===== config.mk =====
export PLATFORM = sky130hd
export DESIGN_NAME = rv32i_controller
export DESIGN_NICKNAME = d
export VERILOG_FILES = /design/src/rtl/rv32i_controller.sv
export SDC_FILE = /design/constraint.sdc
export NUM_CORES = 1
export LEC_CHECK = 0
export ABC_AREA = 1
export CAP_MARGIN = 20
export CORE_MARGIN = 5
export CORE_UTILIZATION = 22
export DETAILED_ROUTE_END_ITERATION = 12
export PLACE_DENSITY_LB_ADDON = 0.08
export SETUP_SLACK_MARGIN = 0.4
export SYNTH_ARGS = -nofsm -noshare
export SYNTH_HDL_FRONTEND = slang
export SYNTH_SLANG_ARGS = --single-unit

===== constraint.sdc =====
create_clock -name vclk -period 0.9
set_input_delay 0.18 -clock vclk [all_inputs]
set_output_delay 0.18 -clock vclk [all_outputs]
set_load 0.05 [all_outputs]

===== src/rtl/rv32i_controller.sv =====
// RV32I main decoder: maps an instruction word to the packed 16-bit control word
// {EX_OP, EXEA, EXEB, LDEXT, MEMR, MEMW, REGW, M2R, BRA, JMP}, optionally registered.
module rv32i_controller #(
  parameter bit REGISTERED = 1'b0
) (
  input  logic        clk,
  input  logic        rst,
  input  logic [31:0] instr,
  output logic [15:0] ctrlSignals
);

  localparam logic [6:0] OPC_OP     = 7'b0110011;
  localparam logic [6:0] OPC_OP_IMM = 7'b0010011;
  localparam logic [6:0] OPC_LOAD   = 7'b0000011;
  localparam logic [6:0] OPC_STORE  = 7'b0100011;
  localparam logic [6:0] OPC_BRANCH = 7'b1100011;
  localparam logic [6:0] OPC_JAL    = 7'b1101111;
  localparam logic [6:0] OPC_JALR   = 7'b1100111;
  localparam logic [6:0] OPC_LUI    = 7'b0110111;
  localparam logic [6:0] OPC_AUIPC  = 7'b0010111;

  localparam logic [1:0] SRC_A_RS1  = 2'b00;
  localparam logic [1:0] SRC_A_PC   = 2'b01;
  localparam logic [1:0] SRC_A_ZERO = 2'b10;

  // ALU op from funct3; instr[30] only matters for ADD/SUB (register form) and SRL/SRA.
  function automatic logic [3:0] alu_op(input logic [2:0] funct3, input logic f7b5,
                                        input logic is_imm);
    logic [3:0] op;
    case (funct3)
      3'b000:  op = (f7b5 && !is_imm) ? 4'd1 : 4'd0;
      3'b001:  op = 4'd2;
      3'b010:  op = 4'd3;
      3'b011:  op = 4'd4;
      3'b100:  op = 4'd5;
      3'b101:  op = f7b5 ? 4'd7 : 4'd6;
      3'b110:  op = 4'd8;
      3'b111:  op = 4'd9;
      default: op = 4'd0;
    endcase
    return op;
  endfunction

  function automatic logic [15:0] decode(input logic [6:0] opcode, input logic [2:0] funct3,
                                         input logic f7b5);
    logic [3:0] ex_op;
    logic [1:0] exea;
    logic       exeb;
    logic [2:0] ldext;
    logic       memr, memw, regw, m2r, bra, jmp;
    ex_op = 4'd0;
    exea  = SRC_A_RS1;
    exeb  = 1'b0;
    ldext = 3'b000;
    memr  = 1'b0;
    memw  = 1'b0;
    regw  = 1'b0;
    m2r   = 1'b0;
    bra   = 1'b0;
    jmp   = 1'b0;
    case (opcode)
      OPC_OP: begin
        ex_op = alu_op(funct3, f7b5, 1'b0);
        regw  = 1'b1;
      end
      OPC_OP_IMM: begin
        ex_op = alu_op(funct3, f7b5, 1'b1);
        exeb  = 1'b1;
        regw  = 1'b1;
      end
      OPC_LOAD: begin
        exeb  = 1'b1;
        ldext = funct3;
        memr  = 1'b1;
        regw  = 1'b1;
        m2r   = 1'b1;
      end
      OPC_STORE: begin
        exeb  = 1'b1;
        ldext = funct3;
        memw  = 1'b1;
      end
      OPC_BRANCH: begin
        exea = SRC_A_PC;
        exeb = 1'b1;
        bra  = 1'b1;
      end
      OPC_JAL: begin
        exea = SRC_A_PC;
        exeb = 1'b1;
        regw = 1'b1;
        jmp  = 1'b1;
      end
      OPC_JALR: begin
        exeb = 1'b1;
        regw = 1'b1;
        jmp  = 1'b1;
      end
      OPC_LUI: begin
        exea = SRC_A_ZERO;
        exeb = 1'b1;
        regw = 1'b1;
      end
      OPC_AUIPC: begin
        exea = SRC_A_PC;
        exeb = 1'b1;
        regw = 1'b1;
      end
      // FENCE, SYSTEM and illegal opcodes all decode to an all-zero word.
      default: begin
        ex_op = 4'd0;
      end
    endcase
    return {ex_op, exea, exeb, ldext, memr, memw, regw, m2r, bra, jmp};
  endfunction

  logic [15:0] w_ctrl;
  logic        w_unused_instr;

  assign w_ctrl         = decode(instr[6:0], instr[14:12], instr[30]);
  assign w_unused_instr = ^{instr[31], instr[29:15], instr[11:7]};

  if (REGISTERED) begin : g_reg
    logic [15:0] r_ctrl;

    // Output register; reset clears the word for the following cycle only.
    always_ff @(posedge clk) begin
      if (rst) begin
        r_ctrl <= 16'h0000;
      end else begin
        r_ctrl <= w_ctrl;
      end
    end

    assign ctrlSignals = r_ctrl;
  end else begin : g_comb
    logic w_unused_clk_rst;

    assign w_unused_clk_rst = clk ^ rst;
    assign ctrlSignals      = w_ctrl;
  end

endmodule


==> impl_metrics.yaml, run 1 <==
logic_synthesis:
  synth-warning-count: 0
  synth_cells: 68
  synthesis.nets: 102
  syn_area_per_cell_um2: 4.361
  yosysUniqueCellTypes: 12
  synthesis.area_um2: 296.5
  ys_seq_area_frac: 0
place:
  place_congestion: 0.7568
  io_buffers: 27
  dpl_cell_area_mm2: 0.001160
  dp_hpwl_um: 1642
  dpl.cell_count: 130
clock_tree:
  cts_hold_buf: 0
  cts_resized: 75
  postCtsSetupBuffers: 8
run_status:
  status: "did not finish"
  error_line: "[ERROR DPL-0038] Utilization greater than 100%, impossible to legalize"
  stop_stage: "4_1_cts"
floorplan:
  dieHeight_um: 46.72
  io_pins: 50
  row_count: 13
  dieWidth_um: 46.72
  initial_utilization: 0.2308
## cells by family after synthesis
group                  Yosys count  synth area share
buffers and inverters           16            0.2152
AO/OA/AOI/OAI                    7            0.1181
AND/OR/NAND/NOR                 45            0.6667
## stage by stage
step	hold WS (ps)	worst slack (ps)
global placement	1110	-883.8
detailed placement	1151	-974.5
floorplan	469.2	-478.5
## synth_stat cells
| cell | n | area, um^2 |
|---|---|---|
| inv_1 | 15 | 56.30 |
| or2_1 | 1 | 6.260 |
| o21ai_0 | 1 | 5.000 |
| nor3_1 | 2 | 10.01 |
| buf_4 | 1 | 7.510 |
| nand2_1 | 21 | 78.83 |
| nor2_1 | 12 | 45.04 |
| nand4_1 | 1 | 6.260 |
| a21oi_1 | 6 | 30.03 |
| nand3_1 | 6 | 30.03 |
| nor2_4 | 1 | 11.26 |
| nor3_2 | 1 | 10.01 |
==> run 2, diff against run 1 <==
- CORE_AREA: default -> 5 5 66 68
- CORE_MARGIN: 5 -> default
- CORE_UTILIZATION: 22 -> default
- DIE_AREA: default -> 0 0 71 73
- PLACE_DENSITY_LB_ADDON: 0.08 -> 0.15
- SETUP_SLACK_MARGIN: 0.4 -> default
==> run 2 against run 1 <==
Compared with the run above:
- the flow now finishes, with violations (setup timing)
- area after synthesis stayed put
- synthesized cell count is the same
==> impl_metrics.yaml, run 2 <==
logic_synthesis:
  yosysUniqueCellTypes: 12
  synth-warning-count: 0
  ys_top_cells_by_area: "nand2_1 (27%), inv_1 (19%), nor2_1 (15%), a21oi_1 (10%), nand3_1 (10%)"
  ys_seq_area_frac: 0
  synth_commonest_cells: "nand2_1 (21), inv_1 (15), nor2_1 (12), a21oi_1 (6), nand3_1 (6)"
  synth_cells: 68
  synthesis.area_um2: 296.5
  synthesis.nets: 102
  synth_top_area_frac: 0.2658
  synth_area_leader_cell: "nand2_1"
  syn_area_per_cell_um2: 4.361
  synth.most_common_cell: "nand2_1"
sta:
  rsz0062_at_grt: "true"
  tightest_slew_ps: 260.5
  setup_violations: 16
  clock.fmax_mhz: 743.4
  finalCritPeriodShare: 1.495
  fin_crit_ps: 1345
  max_slew_margin: 0.8258
  hold_viol: 0
  slew_violations: 0
  holdWs_ps: 838.1
  layout_setup_ws_ps: -445.1
routing:
  dr_wl_met2_um: 927
  wire_per_inst_um: 9.339
  drtPass1Iterations: 4
  drtIter0Drc: 4
  drc_errors: 0
  ant_nets: 0
  vias_per_cell: 3.582
  wl_met3_um: 61
  num_vias: 591
  wl_met1_um: 552
  routed_wl_um: 1541
  top_layer_used: "met3"
place:
  dpl_cell_area_mm2: 0.001127
  io_buffers: 27
  dp_slack_ps: -913.6
  dp_hpwl_um: 1298
  place_congestion: 0.6907
critical_path:
  slowest_delay_ps: 230
  startpoint: "instr[2]"
  cp_top_family: "buffers and inverters"
  worstPathCellList: "buf_12 > inv_16 > nand2_4 > nor2_4 > nand2_4 > buf_12 > clkinvlp_4 > buf_6 > buf_12"
  critPathBufInv: 6
  cp-end-kind: "primary output"
  crit_slowest_cell: "nor2_4"
  crit_fanout: 5
  arrival_ps: 1170
  required_ps: 720
  start_kind: "input port"
  crit_type: "in -> out"
  critPathMostFrequentCell: "buf_12"
layout:
  utilization: 0.3445
  final_cell_mix: "buf_12 (20), buf_4 (14), nand2_2 (9)"
  insertedDiodeCount: 0
  clock_buffers: 0
  area_delta_synth_final_pct: 341.4
  postLayoutCellArea_mm2: 0.001309
  num-fill-cells: 417
  regArea_um2: 0
  seq_cells: 0
  nets: 151
  drive_gt1_frac: 0.8348
  final_common_cell: "buf_12"
pwr:
  power_mw: 0.3584
  p_per_area_mw_per_mm2: 273.9
  peakVddDrop_v: 0.0001078
  p_leak_nw: 0.5711
grt:
  grt_pass1_wl_um: 2877
  grt_max_degree: 7
  antenna_found_initial: 0
  grt_overflow: 0
  track_usage: 0.06493
  grt_pass1_vias: 699
run_status:
  status: "finished with violations"
  violations: "setup timing"
hold_path:
  worstHoldStart: "instr[3]"
  holdCritPathClass: "in -> out"
floorplan:
  io_pins: 50
  row_count: 23
  dieWidth_um: 71
  core-area_mm2: 0.003799
  dieHeight_um: 73
  die_area_mm2: 0.005183
  initial_utilization: 0.07806
run:
  maxCapViolCount: 0
[run 2: path summary, 6_finish.rpt]
path	endpoint	slack [ps]	cells past startpoint
worst max-delay path	ctrlSignals[2]	-450	9
worst min-delay path	ctrlSignals[10]	840	5
[run 2: repair_timing]
| item | CTS | global route |
|---|---|---|
| hold buffers | 0 | 0 |
| setup buffers | 6 | 0 |
| pin swaps | 25 | 14 |
| gates resized for setup | 69 | 19 |
| endpoints found under the setup margin | 16 | 16 |
[run 2: cells by family after synthesis]
kind of cell	after synthesis	share of synthesized area
simple gates	45	0.6667
compound gates	7	0.1181
buf+inv	16	0.2152
[run 2: layout make-up]
cell class | count | area [um^2] | area share
timing repair buffer | 48 | 651.9 | 0.4981
inverter | 15 | 112.6 | 0.08604
tap | 50 | 62.56 | 0.04780
multi-input combinational | 52 | 481.7 | 0.3681
[run 2: per-layer routing]
metal,up-vias,global-route usage
met5,-,0
met3,0,0.006887
met2,17,0.1390
met4,0,0
li1,301,-
met1,273,0.07125
[run 2: per-stage QoR]
step                      cells  TNS, ps
after floorplan              68    -3692
after global placement      162   -13310
after detailed placement    162   -13270
after CTS                   168    -7818
after global routing        165    -7123
final                       165    -6187
[run 2: where the power goes]
group	internal (mW)	total (mW)	switching, mW
Clock	0	0	0
Combinational	0.173	0.358	0.185
Sequential	0	0	0
Power figures use the tool's default switching activity.
